$ cat config.mk
export PLATFORM = sky130hd
export DESIGN_NAME = dmem_arbiter
export DESIGN_NICKNAME = d
export VERILOG_FILES = /design/src/rtl/riscv_pkg.sv /design/src/rtl/dmem_arbiter.sv
export SDC_FILE = /design/constraint.sdc
export NUM_CORES = 1
export LEC_CHECK = 0
export CORE_ASPECT_RATIO = 0.8
export CORE_UTILIZATION = 33
export CTS_BUF_LIST = sky130_fd_sc_hd__clkbuf_16
export CTS_CLUSTER_SIZE = 8
export DETAILED_ROUTE_END_ITERATION = 7
export PLACE_DENSITY = 0.89
export SYNTH_ARGS = -nofsm -noshare
export SYNTH_HDL_FRONTEND = slang
export SYNTH_SLANG_ARGS = --single-unit
$ cat constraint.sdc
create_clock -name clk -period 1.9 [get_ports clk]
set_input_delay 0.38 -clock clk [delete_from_list [all_inputs] [get_ports clk]]
set_output_delay 0.38 -clock clk [all_outputs]
set_load 0.02 [all_outputs]
$ cat src/rtl/riscv_pkg.sv
// Shared processor parameters and data-memory arbitration types.
// XLEN/DMEM_SIZE are the existing core settings; the arbiter types sit beside them.
package riscv_pkg;

    localparam int XLEN      = 32;
    localparam int DMEM_SIZE = 1024;
    localparam int DMEM_AW   = $clog2(DMEM_SIZE);

    typedef enum logic [1:0] {
        IDLE = 2'd0,
        OWN0 = 2'd1,
        OWN1 = 2'd2
    } dmem_arb_state_t;

    typedef struct packed {
        logic [DMEM_AW-1:0] addr;
        logic               we;
        logic [XLEN-1:0]    wdata;
    } dmem_req_t;

endpackage

$ cat src/rtl/dmem_arbiter.sv
// Two-port data-memory arbiter: core LSU (port 0) and DMA/loader (port 1) share
// one single-cycle RAM port, with bounded bursts and round-robin on ties.
//
//   state | meaning
//   IDLE  | nothing accepted last cycle, no owner
//   OWN0  | port 0 accepted last cycle, beat_cnt counts its run
//   OWN1  | port 1 accepted last cycle, beat_cnt counts its run
module dmem_arbiter
    import riscv_pkg::*;
#(
    parameter int  MAX_BURST = 4,
    localparam int AW        = $clog2(DMEM_SIZE)
) (
    input  logic            clk,
    input  logic            rst_ni,

    input  logic            p0_valid,
    output logic            p0_ready,
    input  logic [AW-1:0]   p0_addr,
    input  logic            p0_we,
    input  logic [XLEN-1:0] p0_wdata,
    output logic            p0_rsp_valid,
    output logic [XLEN-1:0] p0_rdata,

    input  logic            p1_valid,
    output logic            p1_ready,
    input  logic [AW-1:0]   p1_addr,
    input  logic            p1_we,
    input  logic [XLEN-1:0] p1_wdata,
    output logic            p1_rsp_valid,
    output logic [XLEN-1:0] p1_rdata,

    output logic [AW-1:0]   mem_addr,
    output logic [XLEN-1:0] mem_wdata,
    output logic            mem_we,
    input  logic [XLEN-1:0] mem_rdata
);

    localparam logic [3:0] MAX_B = 4'(MAX_BURST);

    dmem_arb_state_t state;
    logic [3:0]      beat_cnt;
    logic            rr_pref;
    logic [1:0]      rsp_valid;
    logic [XLEN-1:0] rdata_q [2];

    dmem_req_t req [2];
    dmem_req_t sel;
    logic [1:0] vld;
    logic       gnt_any;
    logic       gnt_id;
    logic       burst_left;
    logic       owner_hit;

    always_comb begin
        req[0] = '{addr: p0_addr, we: p0_we, wdata: p0_wdata};
        req[1] = '{addr: p1_addr, we: p1_we, wdata: p1_wdata};
    end

    // Requests are masked during reset so nothing reaches the RAM.
    assign vld        = {p1_valid, p0_valid} & {2{rst_ni}};
    assign burst_left = (beat_cnt < MAX_B);

    always_comb begin
        gnt_any = 1'b0;
        gnt_id  = 1'b0;
        if (state == OWN0 && vld[0] && (burst_left || !vld[1])) begin
            gnt_any = 1'b1;
            gnt_id  = 1'b0;
        end else if (state == OWN1 && vld[1] && (burst_left || !vld[0])) begin
            gnt_any = 1'b1;
            gnt_id  = 1'b1;
        end else if (vld[0] && vld[1]) begin
            gnt_any = 1'b1;
            gnt_id  = rr_pref;
        end else if (vld[0] || vld[1]) begin
            gnt_any = 1'b1;
            gnt_id  = vld[1];
        end
    end

    assign sel       = req[gnt_id];
    assign owner_hit = (state == OWN0 && !gnt_id) || (state == OWN1 && gnt_id);

    assign p0_ready  = gnt_any && !gnt_id;
    assign p1_ready  = gnt_any &&  gnt_id;
    assign mem_addr  = gnt_any ? sel.addr  : '0;
    assign mem_wdata = gnt_any ? sel.wdata : '0;
    assign mem_we    = gnt_any && sel.we;

    always_ff @(posedge clk or negedge rst_ni) begin
        if (!rst_ni) begin
            state      <= IDLE;
            beat_cnt   <= 4'd0;
            rr_pref    <= 1'b0;
            rsp_valid  <= 2'b00;
            rdata_q[0] <= '0;
            rdata_q[1] <= '0;
        end else begin
            rsp_valid <= 2'b00;
            if (gnt_any) begin
                state             <= gnt_id ? OWN1 : OWN0;
                rr_pref           <= ~gnt_id;
                beat_cnt          <= (owner_hit && burst_left) ? beat_cnt + 4'd1 : 4'd1;
                rsp_valid[gnt_id] <= 1'b1;
                rdata_q[gnt_id]   <= sel.we ? '0 : mem_rdata;
            end else begin
                state    <= IDLE;
                beat_cnt <= 4'd0;
            end
        end
    end

    assign p0_rsp_valid = rsp_valid[0];
    assign p1_rsp_valid = rsp_valid[1];
    assign p0_rdata     = rdata_q[0];
    assign p1_rdata     = rdata_q[1];

endmodule
# After elaboration in Yosys (flattened, before gate mapping)
# Cells that the tools add are included.
# Widths: inputs -> output; s select.
word_totals:
  word_cells: 61
  input_bits: 122
  ff_bits: 73
  output_inout_bits: 111
classes:
  n_addsub: 1
  bitwise: 3
  n_eq_ne: 2
  mux: 24
  reduce_logical: 20
  n_lt_le_gt_ge: 5
ops:
  columns: ["operator", "count"]
  rows:
  - ["$mux 43", 3]
  - ["$mux 32", 3]
  - ["$bwmux 64", 1]
  - ["$demux 32 s1", 1]
  - ["$logic_and 1x1->1", 13]
  - ["$mux 10", 1]
  - ["$mux 1", 9]
  - ["$mux 4", 2]
  - ["$mux 2", 3]
  - ["$add 4x1->4 const B", 1]
  - ["$logic_or 1x1->1", 4]
  - ["$lt 4x3->1 const B", 1]
  - ["$logic_not 1->1", 3]
  - ["$and 2x2->2", 1]
  - ["$eq 2x1->1 const B", 1]
  - ["$eq 2x2->1 const B", 1]
  - ["$ge 2x2->1 const B", 1]
  - ["$lt 1x2->1 const B", 1]
  - ["$lt 2x1->1 const B", 1]
  - ["$not 1->2", 1]
  - ["$demux 1 s1", 1]
  - ["$ge 1x1->1 const B", 1]
  - ["$not 1->1", 1]

# Longest topological paths before layout
logic_depth:
  ltp_word: 12
  ltp_mapped: 6
  mapped_depth_nobuf: 4

# Least setup slack after synthesis
# Ideal clock, no wire load.
synth_timing:
  path_kind: "register -> output"
  startpoint: "reg rsp_valid[1] (netlist name)"
  endpoint: "out mem_wdata[22]"
  arrival_time_ns: 1.744
  path_stages_with_launch: 7
  n_path_buf: 2
  slack_ns: -0.224
  required_time_ns: 1.520
  cell_sequence: "dfrtp_1 -> o31ai_1 -> o2bb2ai_2 -> o211a_4 -> buf_6 -> buf_4 -> a22o_1"
synth_rtl:
  columns: ["element", "line", "text"]
  rows:
  - ["end, declared", "dmem_arbiter.sv:34", "output logic [XLEN-1:0] mem_wdata,"]

# Worst setup path after layout
layout_timing:
  startpoint: "reg beat_cnt[3]"
  endpoint: "out mem_wdata[9]"
layout_via:
  elab_chain_len: 10
  elab_cells_between_ends: 14
  classes_between: "1 x order compare; 8 x mux; 1 x bitwise; 4 x reduce/logical"
layout_lines:
  columns: ["element", "line", "text"]
  rows:
  - ["start, declared", "dmem_arbiter.sv:42", "logic [3:0] beat_cnt;"]
  - ["start signal, assigned", "dmem_arbiter.sv:104", "beat_cnt <= (owner_hit && burst_left) ? beat_cnt + 4'd1 : 4'd1;"]
  - ["$lt 4x3->1 *", "dmem_arbiter.sv:62", "assign burst_left = (beat_cnt < MAX_B);"]
  - ["$logic_or 1x1->1", "dmem_arbiter.sv:70", "end else if (state == OWN1 && vld[1] && (burst_left || !vld[0])) begin"]
  - ["$logic_and 1x1->1", "dmem_arbiter.sv:70", null]
  - ["$mux 1", "dmem_arbiter.sv:70", null]
  - ["$mux 1", "dmem_arbiter.sv:67", "if (state == OWN0 && vld[0] && (burst_left || !vld[1])) begin"]
  - ["$not 1->2 (not written as such)", "dmem_arbiter.sv:82", "assign sel = req[gnt_id];"]
  - ["$mux 43 (not written as such) (3 in a row)", "dmem_arbiter.sv:82", null]
  - ["$mux 32 *", "dmem_arbiter.sv:88", "assign mem_wdata = gnt_any ? sel.wdata : '0;"]
# Mark *: on every way between the ends. The rest lies on a longest branch, timed or not. The select of a mux whose other input is x is not followed.

==> impl_metrics.env <==
export IMPL_cts_max_level=3
export IMPL_async_flop_share_pct=100
export IMPL_worst_pin_slew_ns=0.834
export IMPL_area_growth_pct=107
export IMPL_r2r_slack_ns=-0.27
export IMPL_hold_viol=0
export IMPL_num_vias=3466
export IMPL_die_w_um=119
export IMPL_cp_end_kind="output pin"
export IMPL_path_max_fanout=8
export IMPL_drt_wl_total_mm=15.1
export IMPL_io_buffers=232
export IMPL_grt_pass1_vias=3453
export IMPL_grt_max_degree=66
export IMPL_status="finished with violations"
export IMPL_setup_viol=104
export IMPL_post_route_period_util_pct=126
export IMPL_power_frac_seq_pct=32.6
export IMPL_grt_pass1_wl_mm=19.4
export IMPL_cp_start_kind="register"
export IMPL_synth_edf_count=0
export IMPL_finClkSkew_ns=0.00451
export IMPL_slew_violations=0
export IMPL_viasPerCell=4.99
export IMPL_ios=233
export IMPL_cts_tree="yes"
export IMPL_synth_commonest_cells="71 x dfrtp_1, 64 x nor2b_1, 57 x mux2_2, 42 x a22o_1, 8 x buf_2"
export IMPL_yosys_cell_types_count=30
export IMPL_drive_gt1_share_pct=38.6
export IMPL_power_uw=5860
export IMPL_insertion_delay_ns=0.33
export IMPL_cts_hold_fix_buffers=0
export IMPL_cts_root_buf="clkbuf_16"
export IMPL_initial_core_util_pct=34.7
export IMPL_ir_worst_vdd_mv=0.550
export IMPL_combPwrFrac_pct=40.5
export IMPL_final_util_pct=71.8
export IMPL_synth_ff_type="dfrtp_1"
export IMPL_numCtsBuffers=9
export IMPL_rows=33
export IMPL_yosys_warnings=0
export IMPL_maxCapViolCount=0
export IMPL_ant_nets=0
export IMPL_p_leak_uw=0.00337
export IMPL_syn_area_mm2=0.00362
export IMPL_critPathArrivalTime_ns=2.01
export IMPL_ys_seq_area_share_pct=49.1
export IMPL_core_area_mm2=0.0104
export IMPL_die_y_um=95.7
export IMPL_gr_max_usage_layer="met2"
export IMPL_p_int_uw=4030
export IMPL_clockBufferDepth=2
export IMPL_tns_ns=-29.60
export IMPL_p_per_area_mw_per_mm2=781
export IMPL_wl_per_cell_um=21.7
export IMPL_max_freq_mhz=418
export IMPL_synth_most_common_cell="dfrtp_1"
export IMPL_rsz0062_at_grt="yes"
export IMPL_avgSynthCellArea_um2=12.5
export IMPL_grt_ovfl_total=0
export IMPL_use_met1_pct=26.7
export IMPL_antenna_cells=0
export IMPL_worst_ep_required_time_ns=1.52
export IMPL_pre_cts_slack_ns=-0.707
export IMPL_syn_inst=289
export IMPL_fin_crit_ns=2.39
export IMPL_die_area_mm2=0.0114
export IMPL_drc=0
export IMPL_hp_class="in2async"
export IMPL_clk_pin_slew_ns=0.06
export IMPL_sw_frac_of_total_pct=31.3
export IMPL_yosys_area_top_type_share_pct=49.1
export IMPL_setup_slack_ns=-0.491
export IMPL_firstDrtPassIters=4
export IMPL_grt_usage_pct=22.4
export IMPL_clock_sinks=71
export IMPL_p_switching_uw=1840
export IMPL_yosysTopAreaCell="dfrtp_1"
export IMPL_slew_limit_headroom_pct=44.4
export IMPL_nets=672
export IMPL_synth_nets=412
export IMPL_antenna_found_initial=0
export IMPL_synth_seq_cells=71
export IMPL_grt_util_met2_pct=40.6
export IMPL_drt_first_iter_violations=143
export IMPL_yosys_top_cells_area="dfrtp_1 49%, mux2_2 18%, nor2b_1 11%"
export IMPL_dpl_hpwl_mm=9.55
export IMPL_clkPwrFrac_pct=27.0
export IMPL_path_class="reg2out"
export IMPL_met3_usage_pct=7.00
export IMPL_gp_congestion=0.876
export IMPL_violations="setup timing"
==> state kept, by name, summed over array words and instances, names as in the netlist <==
register and cells:
p1_rdata 32, rr_pref 1, rsp_valid 2, beat_cnt 4
p0_rdata 32
==> cell usage in the layout, fill, tap and decap left out, drive strengths merged, types with 2 or more instances in the layout <==
master           n
a21oi            3
a22o            42
and3             2
buf             78
clkbuf          16
clkdlybuf4s50  185
clkinv           2
clkinvlp         2
dfrtp           71
inv              5
mux2            64
nand2            2
nand3            2
nand3b           2
nor2b           64
==> critical path, stage by stage, from the launching register on <==
cell and delay (ns):
dfrtp_2 0.44, nor3b_4 0.25, o2bb2ai_4 0.09, o211a_4 0.32
clkbuf_16 0.20, a22o_4 0.25, buf_6 0.13
==> kinds of logic (layout without fill, tap and decap cells) <==
| kind of cell | count (synthesis) | after routing | synth area share (%) |
|---|---|---|---|
| simple gates | 73 | 73 | 12.7 |
| flops | 71 | 71 | 49.1 |
| mux | 64 | 64 | 20.6 |
| compound gates | 55 | 55 | 13.1 |
| buf+inv | 24 | 289 | 4.04 |
| fa+ha+maj | 1 | 1 | 0.346 |
| other cells | 1 | 1 | 0.104 |
==> power groups by stage <==
stage               clock (uW)  combinational (uW)  sequential [uW]
floorplan                    0                 681             2200
global placement             0                2010             1900
detailed placement           0                2050             1920
CTS                       1610                2100             1900
global route              1680                2470             1940
finish                    1580                2370             1910
==> path summary, 6_finish.rpt <==
path / depth (start not counted) / endpoint / startpoint
min reg2reg: 1 / beat_cnt[0] / beat_cnt[0]
max reg2reg: 7 / p0_rdata[16] / rsp_valid[1]
max in group asynchronous: 3 / beat_cnt[3] / rst_ni
min: 2 / rr_pref / rst_ni
max: 6 / mem_wdata[9] / beat_cnt[3]
min in group clk: 1 / beat_cnt[0] / beat_cnt[0]
==> timing repair <==
action,CTS,global route
setup buffers,2,6
gates cloned,2,10
endpoints found under the setup margin,107,110
pin swaps,7,6
resized for setup,248,105
==> through the flow <==
stage,hold slack (ns),cell area (um2),std cells
CTS,0.0354,6880,678
detailed placement,0.385,6540,659
finish,0.0430,7500,694
global route,0.0421,7500,694
global placement,0.380,6540,659
floorplan,0.0844,4050,289
==> per-layer routing <==
metal | routed length (um) | vias up
met1 | 6210 | 1764
met4 | 121 | 0
met2 | 7790 | 136
met5 | 0 | -
li1 | - | 1556
met3 | 954 | 10
==> area by class of cell <==
class | instances | area [um2]
Tap cell | 140 | 175
Multi-Input combinational cell | 194 | 2300
Inverter | 2 | 7.51
Sequential cell | 71 | 1780
Fill cell | 713 | 2940
Clock inverter | 7 | 56.3
Timing Repair Buffer | 271 | 2960
Clock buffer | 9 | 225
Note: power is estimated with default switching activity, not from simulation.
